$ cat config.mk
export PLATFORM = sky130hd
export DESIGN_NAME = pdp11_ea_unit
export DESIGN_NICKNAME = d
export VERILOG_FILES = /design/src/rtl/pdp11_ea_unit_pkg.sv /design/src/rtl/pdp11_ea_adder.sv /design/src/rtl/pdp11_ea_unit.sv
export SDC_FILE = /design/constraint.sdc
export NUM_CORES = 1
export LEC_CHECK = 0
export BUFFER_PORTS_ARGS = -buffer_cell sky130_fd_sc_hd__buf_2
export CORE_UTILIZATION = 44
export CTS_CLUSTER_DIAMETER = 30
export CTS_CLUSTER_SIZE = 20
export DETAILED_ROUTE_END_ITERATION = 6
export HOLD_SLACK_MARGIN = 0.15
export PLACE_DENSITY = 0.66
export SLEW_MARGIN = 20
export SYNTH_ARGS = -nofsm -noshare
export SYNTH_HDL_FRONTEND = slang
export SYNTH_HIERARCHICAL = 1
export SYNTH_SLANG_ARGS = --single-unit
export TNS_END_PERCENT = 1
$ cat constraint.sdc
create_clock -name clk -period 3.5 [get_ports clk]
set_input_delay 0.7 -clock clk [delete_from_list [all_inputs] [get_ports clk]]
set_output_delay 0.7 -clock clk [all_outputs]
set_load 0.005 [all_outputs]
$ cat src/rtl/pdp11_ea_unit_pkg.sv
// Shared types for the PDP-11 effective-address unit: addressing modes,
// operand size, memory access kinds, EA sequencer states and the
// autoincrement/autodecrement step rule.
package pdp11_ea_unit_pkg;

    typedef logic [15:0] word_t;
    typedef logic [2:0]  reg_t;

    typedef enum logic [2:0] {
        AM_REG         = 3'd0,
        AM_REG_DEF     = 3'd1,
        AM_AUTOINC     = 3'd2,
        AM_AUTOINC_DEF = 3'd3,
        AM_AUTODEC     = 3'd4,
        AM_AUTODEC_DEF = 3'd5,
        AM_INDEX       = 3'd6,
        AM_INDEX_DEF   = 3'd7
    } amod_t;

    typedef enum logic {
        WORD_OP = 1'b0,
        BYTE_OP = 1'b1
    } op_size;

    typedef enum logic [1:0] {
        DATA_READ  = 2'd0,
        DATA_WRITE = 2'd1,
        INST_FETCH = 2'd2
    } mem_access_t;

    typedef enum logic [1:0] {
        IDLE,
        IDX_FETCH,
        PTR_READ,
        FIN
    } ea_state_t;

    localparam reg_t  REG_SP    = 3'd6;
    localparam reg_t  REG_PC    = 3'd7;
    localparam word_t INST_STEP = 16'd2;

    // SP and PC must stay word aligned, and deferred modes step over a pointer
    // word, so only byte operands on R0-R5 in modes 2/4 step by one.
    function automatic word_t ea_step(input amod_t m, input reg_t r, input op_size s);
        if (s == WORD_OP || r == REG_SP || r == REG_PC ||
            m == AM_AUTOINC_DEF || m == AM_AUTODEC_DEF)
            return 16'd2;
        return 16'd1;
    endfunction

endpackage

$ cat src/rtl/pdp11_ea_adder.sv
// Address arithmetic for the EA unit: register +/- step, PC past the index
// word, and index word + base. All sums wrap modulo 2^16.
module pdp11_ea_adder
    import pdp11_ea_unit_pkg::*;
(
    input  logic [15:0] base,
    input  logic [15:0] step,
    input  logic [15:0] pc,
    input  logic [15:0] idx,
    input  logic [15:0] idx_base,
    output logic [15:0] base_inc,
    output logic [15:0] base_dec,
    output logic [15:0] pc_next,
    output logic [15:0] idx_sum
);

    assign base_inc = base + step;
    assign base_dec = base - step;
    assign pc_next  = pc + INST_STEP;
    assign idx_sum  = idx + idx_base;

endmodule

$ cat src/rtl/pdp11_ea_unit.sv
// PDP-11 operand effective-address generator. Takes the mode/register/size of
// one operand, performs the index-word fetch and deferred-pointer read where
// the mode needs them, issues the autoinc/autodec/PC write-back and returns
// the EA (or the register number for mode 0).
// Optional build macro MEM_TRACE_EN adds a simulation-only memory access log.
//
// state     | meaning
// IDLE      | waiting for start
// IDX_FETCH | index word read at pc_in (INST_FETCH)
// PTR_READ  | deferred pointer read (DATA_READ)
// FIN       | done pulse; a new start is accepted
module pdp11_ea_unit
   import pdp11_ea_unit_pkg::*;
#(
   parameter int STRICT_ALIGN = 1,
   parameter int MAX_WAIT     = 255
)
(
   input  logic        clk,
   input  logic        rst,
   input  logic        start,
   input  logic [2:0]  mode,
   input  logic [2:0]  rn,
   input  logic        sz,
   input  logic [15:0] reg_rdata,
   input  logic [15:0] pc_in,
   output logic        reg_wr_en,
   output logic [2:0]  reg_wr_addr,
   output logic [15:0] reg_wr_data,
   output logic        mem_req,
   output logic [15:0] mem_addr,
   output logic [1:0]  mem_type,
   input  logic        mem_ack,
   input  logic [15:0] mem_rdata,
   output logic        busy,
   output logic        done,
   output logic [15:0] ea,
   output logic        is_reg,
   output logic        err
);

   ea_state_t   state;
   amod_t       mode_in;
   amod_t       mode_q;
   word_t       base_q;
   word_t       pc_next_q;
   logic [15:0] wait_cnt;

   word_t       step;
   word_t       base_inc;
   word_t       base_dec;
   word_t       pc_next;
   word_t       idx_sum;
   word_t       ptr_addr;
   logic        wait_expired;

   assign mode_in      = amod_t'(mode);
   assign step         = ea_step(mode_in, rn, op_size'(sz));
   assign ptr_addr     = (mode_in == AM_AUTOINC_DEF) ? reg_rdata : base_dec;
   assign wait_expired = (wait_cnt + 16'd1) == 16'(MAX_WAIT);

   function automatic logic misaligned(input word_t a);
      return (STRICT_ALIGN != 0) && a[0];
   endfunction

   pdp11_ea_adder u_adder (
      .base     (reg_rdata),
      .step     (step),
      .pc       (pc_in),
      .idx      (mem_rdata),
      .idx_base (base_q),
      .base_inc (base_inc),
      .base_dec (base_dec),
      .pc_next  (pc_next),
      .idx_sum  (idx_sum)
   );

   always_ff @(posedge clk or posedge rst) begin
      if (rst) begin
         state       <= IDLE;
         mode_q      <= AM_REG;
         base_q      <= '0;
         pc_next_q   <= '0;
         wait_cnt    <= '0;
         reg_wr_en   <= 1'b0;
         reg_wr_addr <= '0;
         reg_wr_data <= '0;
         mem_req     <= 1'b0;
         mem_addr    <= '0;
         mem_type    <= '0;
         busy        <= 1'b0;
         done        <= 1'b0;
         ea          <= '0;
         is_reg      <= 1'b0;
         err         <= 1'b0;
      end else begin
         reg_wr_en <= 1'b0;
         done      <= 1'b0;
         case (state)
            IDLE, FIN: begin
               if (start) begin
                  busy     <= 1'b1;
                  mode_q   <= mode_in;
                  wait_cnt <= '0;
                  err      <= 1'b0;
                  is_reg   <= 1'b0;
                  case (mode_in)
                     AM_REG: begin
                        state  <= FIN;
                        done   <= 1'b1;
                        ea     <= {13'b0, rn};
                        is_reg <= 1'b1;
                     end
                     AM_REG_DEF: begin
                        state <= FIN;
                        done  <= 1'b1;
                        ea    <= reg_rdata;
                     end
                     AM_AUTOINC: begin
                        state       <= FIN;
                        done        <= 1'b1;
                        ea          <= reg_rdata;
                        reg_wr_en   <= 1'b1;
                        reg_wr_addr <= rn;
                        reg_wr_data <= base_inc;
                     end
                     AM_AUTODEC: begin
                        state       <= FIN;
                        done        <= 1'b1;
                        ea          <= base_dec;
                        reg_wr_en   <= 1'b1;
                        reg_wr_addr <= rn;
                        reg_wr_data <= base_dec;
                     end
                     AM_AUTOINC_DEF, AM_AUTODEC_DEF: begin
                        reg_wr_en   <= 1'b1;
                        reg_wr_addr <= rn;
                        reg_wr_data <= (mode_in == AM_AUTOINC_DEF) ? base_inc : base_dec;
                        if (misaligned(ptr_addr)) begin
                           state <= FIN;
                           done  <= 1'b1;
                           err   <= 1'b1;
                        end else begin
                           state    <= PTR_READ;
                           mem_req  <= 1'b1;
                           mem_addr <= ptr_addr;
                           mem_type <= DATA_READ;
                        end
                     end
                     AM_INDEX, AM_INDEX_DEF: begin
                        base_q    <= (rn == REG_PC) ? pc_next : reg_rdata;
                        pc_next_q <= pc_next;
                        if (misaligned(pc_in)) begin
                           state       <= FIN;
                           done        <= 1'b1;
                           err         <= 1'b1;
                           reg_wr_en   <= 1'b1;
                           reg_wr_addr <= REG_PC;
                           reg_wr_data <= pc_next;
                        end else begin
                           state    <= IDX_FETCH;
                           mem_req  <= 1'b1;
                           mem_addr <= pc_in;
                           mem_type <= INST_FETCH;
                        end
                     end
                     default: state <= IDLE;
                  endcase
               end else begin
                  state <= IDLE;
                  busy  <= 1'b0;
               end
            end
            IDX_FETCH: begin
               if (mem_ack) begin
                  mem_req     <= 1'b0;
                  wait_cnt    <= '0;
                  reg_wr_en   <= 1'b1;
                  reg_wr_addr <= REG_PC;
                  reg_wr_data <= pc_next_q;
                  if (mode_q == AM_INDEX) begin
                     state <= FIN;
                     done  <= 1'b1;
                     ea    <= idx_sum;
                  end else if (misaligned(idx_sum)) begin
                     state <= FIN;
                     done  <= 1'b1;
                     err   <= 1'b1;
                  end else begin
                     state    <= PTR_READ;
                     mem_req  <= 1'b1;
                     mem_addr <= idx_sum;
                     mem_type <= DATA_READ;
                  end
               end else if (wait_expired) begin
                  mem_req <= 1'b0;
                  state   <= FIN;
                  done    <= 1'b1;
                  err     <= 1'b1;
               end else begin
                  wait_cnt <= wait_cnt + 16'd1;
               end
            end
            PTR_READ: begin
               if (mem_ack) begin
                  mem_req  <= 1'b0;
                  wait_cnt <= '0;
                  state    <= FIN;
                  done     <= 1'b1;
                  ea       <= mem_rdata;
               end else if (wait_expired) begin
                  mem_req <= 1'b0;
                  state   <= FIN;
                  done    <= 1'b1;
                  err     <= 1'b1;
               end else begin
                  wait_cnt <= wait_cnt + 16'd1;
               end
            end
            default: begin
               state   <= IDLE;
               busy    <= 1'b0;
               mem_req <= 1'b0;
            end
         endcase
      end
   end

`ifdef MEM_TRACE_EN
   logic debug;

   always @(posedge clk) begin
      if (mem_req && mem_ack)
         $display("%0d %o", mem_type, mem_addr);
      if (debug && done)
         $display("ea %o mode %0d", ea, mode_q);
   end
`endif

endmodule
==> results of run 1 <==
-- critical path, stage by stage --
cell	delay, ps
buf_2	130
nor2b_2	160
o21ai_2	130
nand3_2	140
inv_1	90
ha_1	230
nor2b_1	160
o31ai_2	360
a21oi_2	150
a31oi_2	250
o31ai_1	110
xnor2_1	140
buf_4	150
a22oi_1	210
a211oi_1	110
buf_4	170
a21o_1	140
-- per-stage QoR --
step / hold slack (ps) / utilization, % / instance area [um2] / setup slack (ps)
final: 474 / 52.0 / 10500 / 213
after global routing: 500 / 52.0 / 10500 / 18.2
after CTS: 479 / 51.7 / 10400 / 123
after detailed placement: 459 / 50.0 / 10100 / -192
after global placement: 453 / 50.0 / 10100 / -94.8
after floorplan: 454 / - / 9190 / -99.9
-- cell families (layout without fill, tap and decap cells) --
| kind of cell | Yosys count | after routing | share of synthesized area (%) |
|---|---|---|---|
| buffers and inverters | 134 | 232 | 6.10 |
| XOR/XNOR | 57 | 57 | 5.53 |
| adder cells (fa/ha/maj) | 53 | 53 | 7.60 |
| other | 1 | 30 | 0.0416 |
| multiplexers | 70 | 70 | 8.28 |
| AND/OR/NAND/NOR | 307 | 307 | 16.3 |
| AO/OA/AOI/OAI | 358 | 358 | 25.6 |
| flip-flops | 110 | 110 | 30.5 |
-- synth_stat cells, types with 6 or more instances --
library cell | number | area [um2]
nand2_1 | 116 | 435
a22oi_1 | 16 | 120
nand4_1 | 9 | 56.3
a31oi_1 | 13 | 81.3
dfrtp_1 | 110 | 2750
o21ai_0 | 94 | 470
xnor2_1 | 46 | 403
a211oi_1 | 31 | 233
inv_1 | 54 | 203
mux2_2 | 35 | 394
mux2i_1 | 33 | 330
a21oi_1 | 99 | 495
and2_1 | 7 | 43.8
buf_2 | 16 | 80.1
a21o_1 | 22 | 165
o31ai_1 | 7 | 52.6
nor2_1 | 67 | 251
xor2_1 | 11 | 96.3
nand3_1 | 39 | 195
ha_1 | 50 | 626
clkbuf_1 | 52 | 195
nor3_1 | 16 | 80.1
nor2b_1 | 14 | 87.6
a221oi_1 | 15 | 131
o21bai_1 | 7 | 52.6
o211ai_1 | 6 | 45.0
nand2b_1 | 6 | 37.5
and3_1 | 7 | 43.8
-- power by group through the flow --
| stage | combinational [uW] | clock [uW] | sequential (uW) |
|---|---|---|---|
| after floorplan | 2830 | 0 | 2140 |
| after global placement | 3950 | 0 | 2190 |
| after detailed placement | 4010 | 0 | 2200 |
| after CTS | 4030 | 1210 | 2180 |
| after global routing | 4500 | 1250 | 2240 |
| final | 4040 | 1190 | 2170 |
-- what timing repair did --
| action | 4_1_cts | 5_1_grt |
|---|---|---|
| buffers inserted | 0 | 1 |
| resized for setup | 0 | 10 |
| endpoints found under the setup margin | 0 | 12 |
-- cell type report --
class / instances / area (um2) / share of cell area [%]
Antenna cell: 1 / 2.50 / 0.0239
Clock inverter: 7 / 113 / 1.07
Inverter: 54 / 206 / 1.97
Clock buffer: 9 / 225 / 2.15
Sequential cell: 110 / 2750 / 26.3
Tap cell: 270 / 338 / 3.22
Timing Repair Buffer: 162 / 941 / 8.98
Multi-Input combinational cell: 874 / 5900 / 56.3
-- path summary, 6_finish.rpt --
kind | start | end | slack [ps] | depth (start not counted)
min in group asynchronous | rst | reg_wr_data[3] | 510 | 3
max in group asynchronous | rst | ea[15] | 2530 | 3
setup / recovery | mode[2] | ea[13] | 210 | 17
setup reg to reg | base_q[0] | ea[14] | 680 | 11
hold / removal | ea[6] | ea[6] | 470 | 1
hold reg to reg | ea[6] | ea[6] | 470 | 1
-- metal layers --
layer,vias to the layer above,track usage [%]
met3,39,4.15
met4,2,7.53
met1,3967,33.6
met2,296,43.6
met5,-,0
li1,4118,-
==> results.ini, run 1 <==
[global_route]
antenna_found_initial=2
grt_max_degree=111
grt.total_usage_pct=25.7
grt_pass1_wl_um=42900
grt_pass1_vias=8047
gr-total-overflow=0

[power_and_ir_drop]
power.internal_uw=4250
clkPwrFrac_pct=16.1
switching_share_pct=42.7
power_frac_comb_pct=54.6
total_power_uw=7410
seqPwrFrac_pct=29.3
p_sw_uw=3160
pwr_density_cell_nw_per_um2=707
p_leak_uw=0.00482
vdd.ir_drop.worst_mv=0.414

[die]
die-area_um2=21100
die_h_um=145
initial_core_util_pct=44.7
rows=52
io_pins=118
die_w_um=145
core_um2=20200

[clocking]
path_clk_slew_ps=80
htreeDepth=3
clock_latency_ps=360
clk_root_buffer_cell=clkbuf_16
cts_max_path_buffers=2
numCtsBuffers=9
holdBufCountCts=0
cts.sinks=110
cts_tree=built

[timing]
tightest_slew_ps=855
drv_slew=0
min_period_over_period_pct=93.9
period_needed_ps=3290
slew_headroom_pct=43.0
fmaxAchievable_ghz=0.304
rsz0062_at_grt=no
tns_ps=0
hold_viol=0
finalClockSkew_ps=6.28
finalSetupViolations=0

[routing]
wl_met2_um=13000
via_count=8422
wl_met1_um=11300
first_iter_violations=497
viasPerCell=5.66
postRouteAntennaNets=0
wl_per_cell_um=17.8
route.met3.wl_um=1530
highest_layer=met5
wirelength_um=26500
drc=0
dr.pass1.iters=7

[critical_path]
cp-start-kind=input port
path_class=input port to flop
cp-end-kind=flop
critical_path_arrival_ps=3550
path_max_fanout=4
required_ps=3760

[synthesis]
syn_area_per_cell_um2=8.28
synth_edf_count=0
synth-async-reset-ratio_pct=100
synth-seq-cells=110
synth-main-ff-cell=dfrtp_1
synthDistinctLibCells=77
syn_area_um2=9020
yosys_warnings=6
ys_seq_area_share_pct=30.5
syn_inst=1090

[worst_hold_path]
hp-class=flop to flop

[placement]
hpwl_um=19600
dp.cells=1469
gp_congestion=0.910
numPortBuffers=115

[layout]
final_common_cell=nand2_1
final_cell_mix=nand2_1, buf_2, dfrtp_1
drive_gt1_share_pct=21.1
nets=1323
n_fill_cell=1998
area_delta_synth_final_pct=16.2
final_cell_count_no_fill=1487

[status]
status=complete, no violations

[flow_run]
drv_cap=0

Power figures use the tool's default switching activity.
==> run 2: changes to the inputs <==
Settings changed: CELL_PAD_IN_SITES_DETAIL_PLACEMENT from default to 0, CELL_PAD_IN_SITES_GLOBAL_PLACEMENT from default to 1, CORE_UTILIZATION 44 to 40, HOLD_SLACK_MARGIN 0.15 to default, PLACE_DENSITY 0.66 to default, PLACE_DENSITY_LB_ADDON from default to 0.1.
==> run 2 against run 1 <==
  * The flow now finishes with violations (design-rule violations)
  * Via count fell by 0.59%
  * Sequential power barely moved
  * Total power rose by 0.40%
  * Clock skew rose by 1.6 ps
  * Critical path type unchanged
  * Largest power group unchanged
  * Highest routed layer is now met4
==> results.ini, run 2 (synthesis results as in run 1) <==
[status]
status=finished, violations left  ; was complete, no violations
violations=design-rule violations

[timing]
finalSetupViolations=0  ; unchanged
tightest_slew_ps=923  ; was 855 ps
fmaxAchievable_ghz=0.302  ; was 0.304 GHz
rsz0062_at_grt=yes  ; was no
finalClockSkew_ps=7.88  ; was 6.28 ps
drv_slew=0  ; unchanged
hold_viol=0  ; unchanged
period_needed_ps=3310  ; was 3290 ps
slew_headroom_pct=38.3  ; was 43.0%
min_period_over_period_pct=94.7  ; was 93.9%

[critical_path]
cp-end-kind=flop  ; unchanged
r2r_slack_ps=580  ; was 680 ps
path_class=input port to flop  ; unchanged
timing.rr.start=base_q[0]  ; unchanged
reg2reg_to=ea[12]  ; was ea[14]
path_max_fanout=3  ; was 4
crit_path_end=mem_addr[7]  ; was ea[13]
ff2ff_path_depth=10  ; was 11
critical_path_arrival_ps=3570  ; was 3550 ps
required_ps=3750  ; was 3760 ps
cp-startpoint=mode[2]  ; unchanged
cp-start-kind=input port  ; unchanged

[power_and_ir_drop]
power_frac_comb_pct=54.9  ; was 54.6%
power.internal_uw=4240  ; was 4250 uW
vdd.ir_drop.worst_mv=0.409  ; was 0.414 mV
switching_share_pct=43.0  ; was 42.7%
clkPwrFrac_pct=15.8  ; was 16.1%
seqPwrFrac_pct=29.4  ; was 29.3%
p_sw_uw=3200  ; was 3160 uW
pwr_density_cell_nw_per_um2=706  ; was 707 nW/um2
p_leak_uw=0.00484  ; was 0.00482 uW

[die]
io_pins=118  ; unchanged
die_w_um=152  ; was 145 um
core_um2=22000  ; was 20200 um2
initial_core_util_pct=41.1  ; was 44.7%
die-area_um2=23200  ; was 21100 um2
rows=54  ; was 52
die_h_um=152  ; was 145 um

[layout]
finish.utilization_pct=48.0  ; was 52.0%
n_fill_cell=2191  ; was 1998
drive_gt1_share_pct=21.3  ; was 21.1%
final_cell_mix=nand2_1, buf_2, dfrtp_1  ; unchanged
area_delta_synth_final_pct=16.7  ; was 16.2%
nets=1330  ; was 1323
final_cell_area_um2=10500  ; about the same
final_common_cell=nand2_1  ; unchanged

[routing]
route.met3.wl_um=1210  ; was 1530 um
wl_met2_um=13800  ; was 13000 um
via_count=8372  ; was 8422
dr.pass1.iters=7  ; unchanged
highest_layer=met4  ; was met5
wirelength_um=28000  ; was 26500 um
viasPerCell=5.56  ; was 5.66
postRouteAntennaNets=0  ; unchanged
wl_per_cell_um=18.6  ; was 17.8 um
wl_met1_um=12400  ; was 11300 um
first_iter_violations=453  ; was 497
drc=14  ; was 0

[global_route]
grt.total_usage_pct=24.7  ; was 25.7%
grt_pass1_wl_um=44900  ; was 42900 um
gr-total-overflow=0  ; unchanged
grt_max_degree=111  ; unchanged
grt_pass1_vias=7976  ; was 8047
antenna_found_initial=1  ; was 2

[placement]
dpl_cell_area_um2=10200  ; was 10100 um2
gp_congestion=0.865  ; was 0.910
numPortBuffers=115  ; unchanged
hpwl_um=21300  ; was 19600 um

[clocking]
cts.sinks=110  ; unchanged
holdBufCountCts=0  ; unchanged
clk_root_buffer_cell=clkbuf_16  ; unchanged
cts_max_path_buffers=2  ; unchanged
htreeDepth=3  ; unchanged
path_clk_slew_ps=80  ; about the same
clock_latency_ps=370  ; was 360 ps
numCtsBuffers=9  ; unchanged
cts_tree=built  ; unchanged

[flow_run]
drv_cap=0  ; unchanged

[worst_hold_path]
hp-class=input port to async pin  ; was flop to flop

==> run 2: power groups by stage <==
| stage | registers, uW | clock network [uW] | logic, uW |
|---|---|---|---|
| after floorplan | 2140 | 0 | 2830 |
| after global placement | 2220 | 0 | 4040 |
| after detailed placement | 2220 | 0 | 4080 |
| after CTS | 2200 | 1210 | 4100 |
| after global routing | 2260 | 1240 | 4570 |
| final | 2180 | 1170 | 4080 |
==> run 2: final cells by class <==
class | instances | area [um2] | share of cell area, %
Sequential cell | 110 | 2750 | 26.1
Inverter | 54 | 206 | 1.96
Antenna cell | 2 | 5.00 | 0.0475
Timing Repair Buffer | 169 | 993 | 9.43
Tap cell | 280 | 350 | 3.33
Clock buffer | 9 | 225 | 2.14
Clock inverter | 7 | 105 | 0.998
Multi-Input combinational cell | 874 | 5890 | 56.0
==> run 2: per-stage QoR <==
stage	setup slack (ps)	setup TNS [ps]	hold slack, ps	total power (uW)	cells
global placement	-176	-2710	455	6250	1487
CTS	117	0	474	7500	1503
floorplan	-99.9	-460	454	4970	1118
global route	-2.41	-2.41	502	8070	1503
finish	187	0	467	7440	1505
detailed placement	-263	-3560	455	6300	1487
==> run 2: worst min-delay path by stage <==
| stage | endpoint | cells past startpoint |
|---|---|---|
| 6_report | reg_wr_data[3] | 3 |
| 2_1_floorplan | base_q[0] | 2 |
| 3_5_place_dp | is_reg | 2 |
| 4_1_cts | is_reg | 2 |
| 3_3_place_gp | is_reg | 2 |
| 5_1_grt | reg_wr_data[3] | 2 |
==> run 2: critical path, stage by stage <==
cell and delay, ps:
buf_2 120, nor2b_2 160, o21ai_2 130, nand3_2 120, inv_1 90, ha_1 240
nor2b_1 160, o31ai_2 340, a21oi_2 150, buf_4 160, o21ai_2 140, and2_4 170
buf_4 100, xnor2_1 110, nand2_1 80, a21oi_1 80, a21oi_1 130, o21ai_0 90
mux2_1 310
==> run 2: routing by layer <==
| metal | vias to the layer above | global-route usage [%] |
|---|---|---|
| met2 | 203 | 43.5 |
| met4 | 0 | 6.56 |
| met3 | 28 | 3.33 |
| met5 | - | 0 |
| li1 | 4141 | - |
| met1 | 4000 | 31.8 |
==> run 2: timing repair <==
action / CTS / global route
endpoints found under the setup margin: 0 / 11
gates resized for setup: 0 / 8
buffers inserted: 0 / 0
==> run 3: changes to the inputs <==
Settings changed: CORE_UTILIZATION 40 to 44.
Clock period 3.5 ns to 3.75 ns, I/O delays scaled along.
==> run 3 against run 2 <==
  * The flow now finishes without violations
  * Global-route usage is 1.4 points higher
  * Clock skew is 1.0 ps lower
  * Sequential cell count stayed put
  * Sequential share of layout area is 0.41 points higher
  * Combinational power is 8.3% lower
  * Register-to-register slack better by 270 ps
  * Count of clock-buffer cells in the layout is 2 higher
  * Total power is 9.1% lower
  * Utilization is 3.4 points higher
  * Non-clock buffer count is 10 lower
  * Critical path type unchanged
  * Largest power group unchanged
==> results.ini, run 3 (synthesis results as in run 1) <==
[status]
status=complete, no violations  ; was finished, violations left

[clocking]
cts.sinks=110  ; unchanged
clock_latency_ps=360  ; was 370 ps
htreeDepth=3  ; unchanged
path_clk_slew_ps=70  ; was 80 ps
cts_max_path_buffers=2  ; unchanged
holdBufCountCts=0  ; unchanged
numCtsBuffers=9  ; unchanged
cts_tree=built  ; unchanged
clk_root_buffer_cell=clkbuf_16  ; unchanged

[timing]
setup_ws_ps=309  ; was 187 ps
period_needed_ps=3440
finalSetupViolations=0  ; unchanged
tns_ps=0  ; unchanged
min_period_over_period_pct=91.8
hold_viol=0  ; unchanged
finalClockSkew_ps=6.86  ; was 7.88 ps
fmaxAchievable_ghz=0.291
slew_headroom_pct=38.7  ; was 38.3%
drv_slew=0  ; unchanged
tightest_slew_ps=916  ; was 923 ps
rsz0062_at_grt=no  ; was yes

[power_and_ir_drop]
power_frac_comb_pct=55.2  ; was 54.9%
seqPwrFrac_pct=30.2  ; was 29.4%
pwr_density_cell_nw_per_um2=652  ; was 706 nW/um2
switching_share_pct=42.9  ; was 43.0%
p_leak_uw=0.00478  ; was 0.00484 uW
clkPwrFrac_pct=14.6  ; was 15.8%
power.internal_uw=3870  ; was 4240 uW
p_sw_uw=2900  ; was 3200 uW
vdd.ir_drop.worst_mv=0.350  ; was 0.409 mV
total_power_uw=6760  ; was 7440 uW

[global_route]
grt_pass1_wl_um=43500  ; was 44900 um
grt_max_degree=87  ; was 111
grt.total_usage_pct=26.1  ; was 24.7%
grt_pass1_vias=7961  ; was 7976
gr-total-overflow=0  ; unchanged
antenna_found_initial=2  ; was 1

[placement]
gp_congestion=0.883  ; was 0.865
dp_slack_ps=-26.3  ; was -263 ps
dp.cells=1467  ; was 1487
numPortBuffers=115  ; unchanged
hpwl_um=20300  ; was 21300 um

[critical_path]
cp-start-kind=input port  ; unchanged
path_class=input port to flop  ; unchanged
r2r_slack_ps=850  ; was 580 ps
reg2reg_to=ea[12]  ; unchanged
critPathBufInv=4  ; unchanged
cp-end-kind=flop  ; unchanged
ff2ff_path_depth=10  ; unchanged
path_max_fanout=4  ; was 3
critical_path_arrival_ps=3690  ; was 3570 ps
critPathTopFamily=compound AO/OA/AOI/OAI gates  ; unchanged
max_stage_delay_ps=330  ; was 340 ps
cp_slowest_cell=a31oi_1  ; was o31ai_2
required_ps=4000  ; was 3750 ps
cp_cell_sequence=buf_2, nor2b_1, o21ai_0, nand3_2, inv_1, ha_1, nor2b_1, o31ai_1, buf_4, a21oi_2, a31oi_1, buf_4, xnor2_1, nand2_1, a21oi_1, a21oi_1, o21ai_0, mux2_2  ; was buf_2, nor2b_2, o21ai_2, nand3_2, inv_1, ha_1, nor2b_1, o31ai_2, a21oi_2, buf_4, o21ai_2, and2_4, buf_4, xnor2_1, nand2_1, a21oi_1, a21oi_1, o21ai_0, mux2_1
timing.rr.start=base_q[0]  ; unchanged

[routing]
postRouteAntennaNets=0  ; unchanged
wl_met2_um=13000  ; was 13800 um
first_iter_violations=470  ; was 453
wl_per_cell_um=18.4  ; was 18.6 um
viasPerCell=5.64  ; was 5.56
wirelength_um=27200  ; was 28000 um
via_count=8357  ; was 8372
drc=0  ; was 14
dr.pass1.iters=7  ; unchanged
wl_met1_um=12200  ; was 12400 um
highest_layer=met5  ; was met4
route.met3.wl_um=1180  ; was 1210 um

[flow_run]
drv_cap=0  ; unchanged

[die]
die_h_um=145  ; was 152 um
io_pins=118  ; unchanged
core_um2=20200  ; was 22000 um2
rows=52  ; was 54
die_w_um=145  ; was 152 um
die-area_um2=21100  ; was 23200 um2
initial_core_util_pct=44.7  ; was 41.1%

[worst_hold_path]
hp-class=input port to async pin  ; unchanged

[layout]
final_common_cell=nand2_1  ; unchanged
final_cell_mix=nand2_1, buf_2, dfrtp_1  ; unchanged
final_cell_count_no_fill=1482  ; was 1505
nets=1320  ; was 1330
drive_gt1_share_pct=19.8  ; was 21.3%
area_delta_synth_final_pct=14.9  ; was 16.7%

run 3: cell type report:
cell class                 instances  area (um2)
clock inverter                     3        46.3
tap                              270         338
clock buffer                      11         243
timing repair buffer             159         931
antenna                            1        2.50
sequential                       110        2750
inverter                          54         205
fill                            2061        9800
multi-input combinational        874        5850
run 3: worst max-delay path by stage:
stage	slack (ps)	depth (start not counted)	endpoint	start
after detailed placement	-30	17	mem_addr[14]	mode[2]
after floorplan	30	19	mem_addr[9]	mode[1]
after CTS	300	17	mem_addr[14]	mode[2]
after global placement	9	17	mem_addr[14]	mode[2]
final	310	18	mem_addr[11]	mode[2]
after global routing	20	17	mem_addr[14]	mode[2]
run 3: timing repair:
action,4_1_cts,5_1_grt
endpoints found under the setup margin,0,3
resized for setup,0,2
setup buffers,0,0
hold endpoints to repair,0,0
run 3: worst reg2reg max path: stages, from the launching register on:
cell	delay [ps]
dfrtp_1	390
ha_1	220
fa_1	420
a21oi_1	210
o21ai_0	170
and4_1	260
o21ai_0	270
o311ai_0	230
a221oi_1	360
a211oi_1	90
a21o_1	170
run 3: stage by stage:
| step | utilization (%) | instance area [um2] | hold WS, ps |
|---|---|---|---|
| 2_1_floorplan | - | 9160 | 454 |
| 3_3_place_gp | 49.9 | 10100 | 457 |
| 3_5_place_dp | 49.9 | 10100 | 464 |
| 4_1_cts | 51.4 | 10400 | 461 |
| 5_1_grt | 51.4 | 10400 | 490 |
| 6_report | 51.4 | 10400 | 450 |
run 3: power groups by stage:
| stage | clock [uW] | sequential [uW] | combinational, uW |
|---|---|---|---|
| after detailed placement | 0 | 2060 | 3740 |
| after floorplan | 0 | 2000 | 2640 |
| after global placement | 0 | 2060 | 3700 |
| after CTS | 1010 | 2040 | 3750 |
| after global routing | 1050 | 2100 | 4170 |
| final | 988 | 2040 | 3740 |
run 3: layer usage:
metal / up-vias / track usage, %
met5: - / 0
met4: 2 / 9.05
met3: 41 / 3.36
met2: 225 / 43.8
met1: 3971 / 34.6
li1: 4118 / -
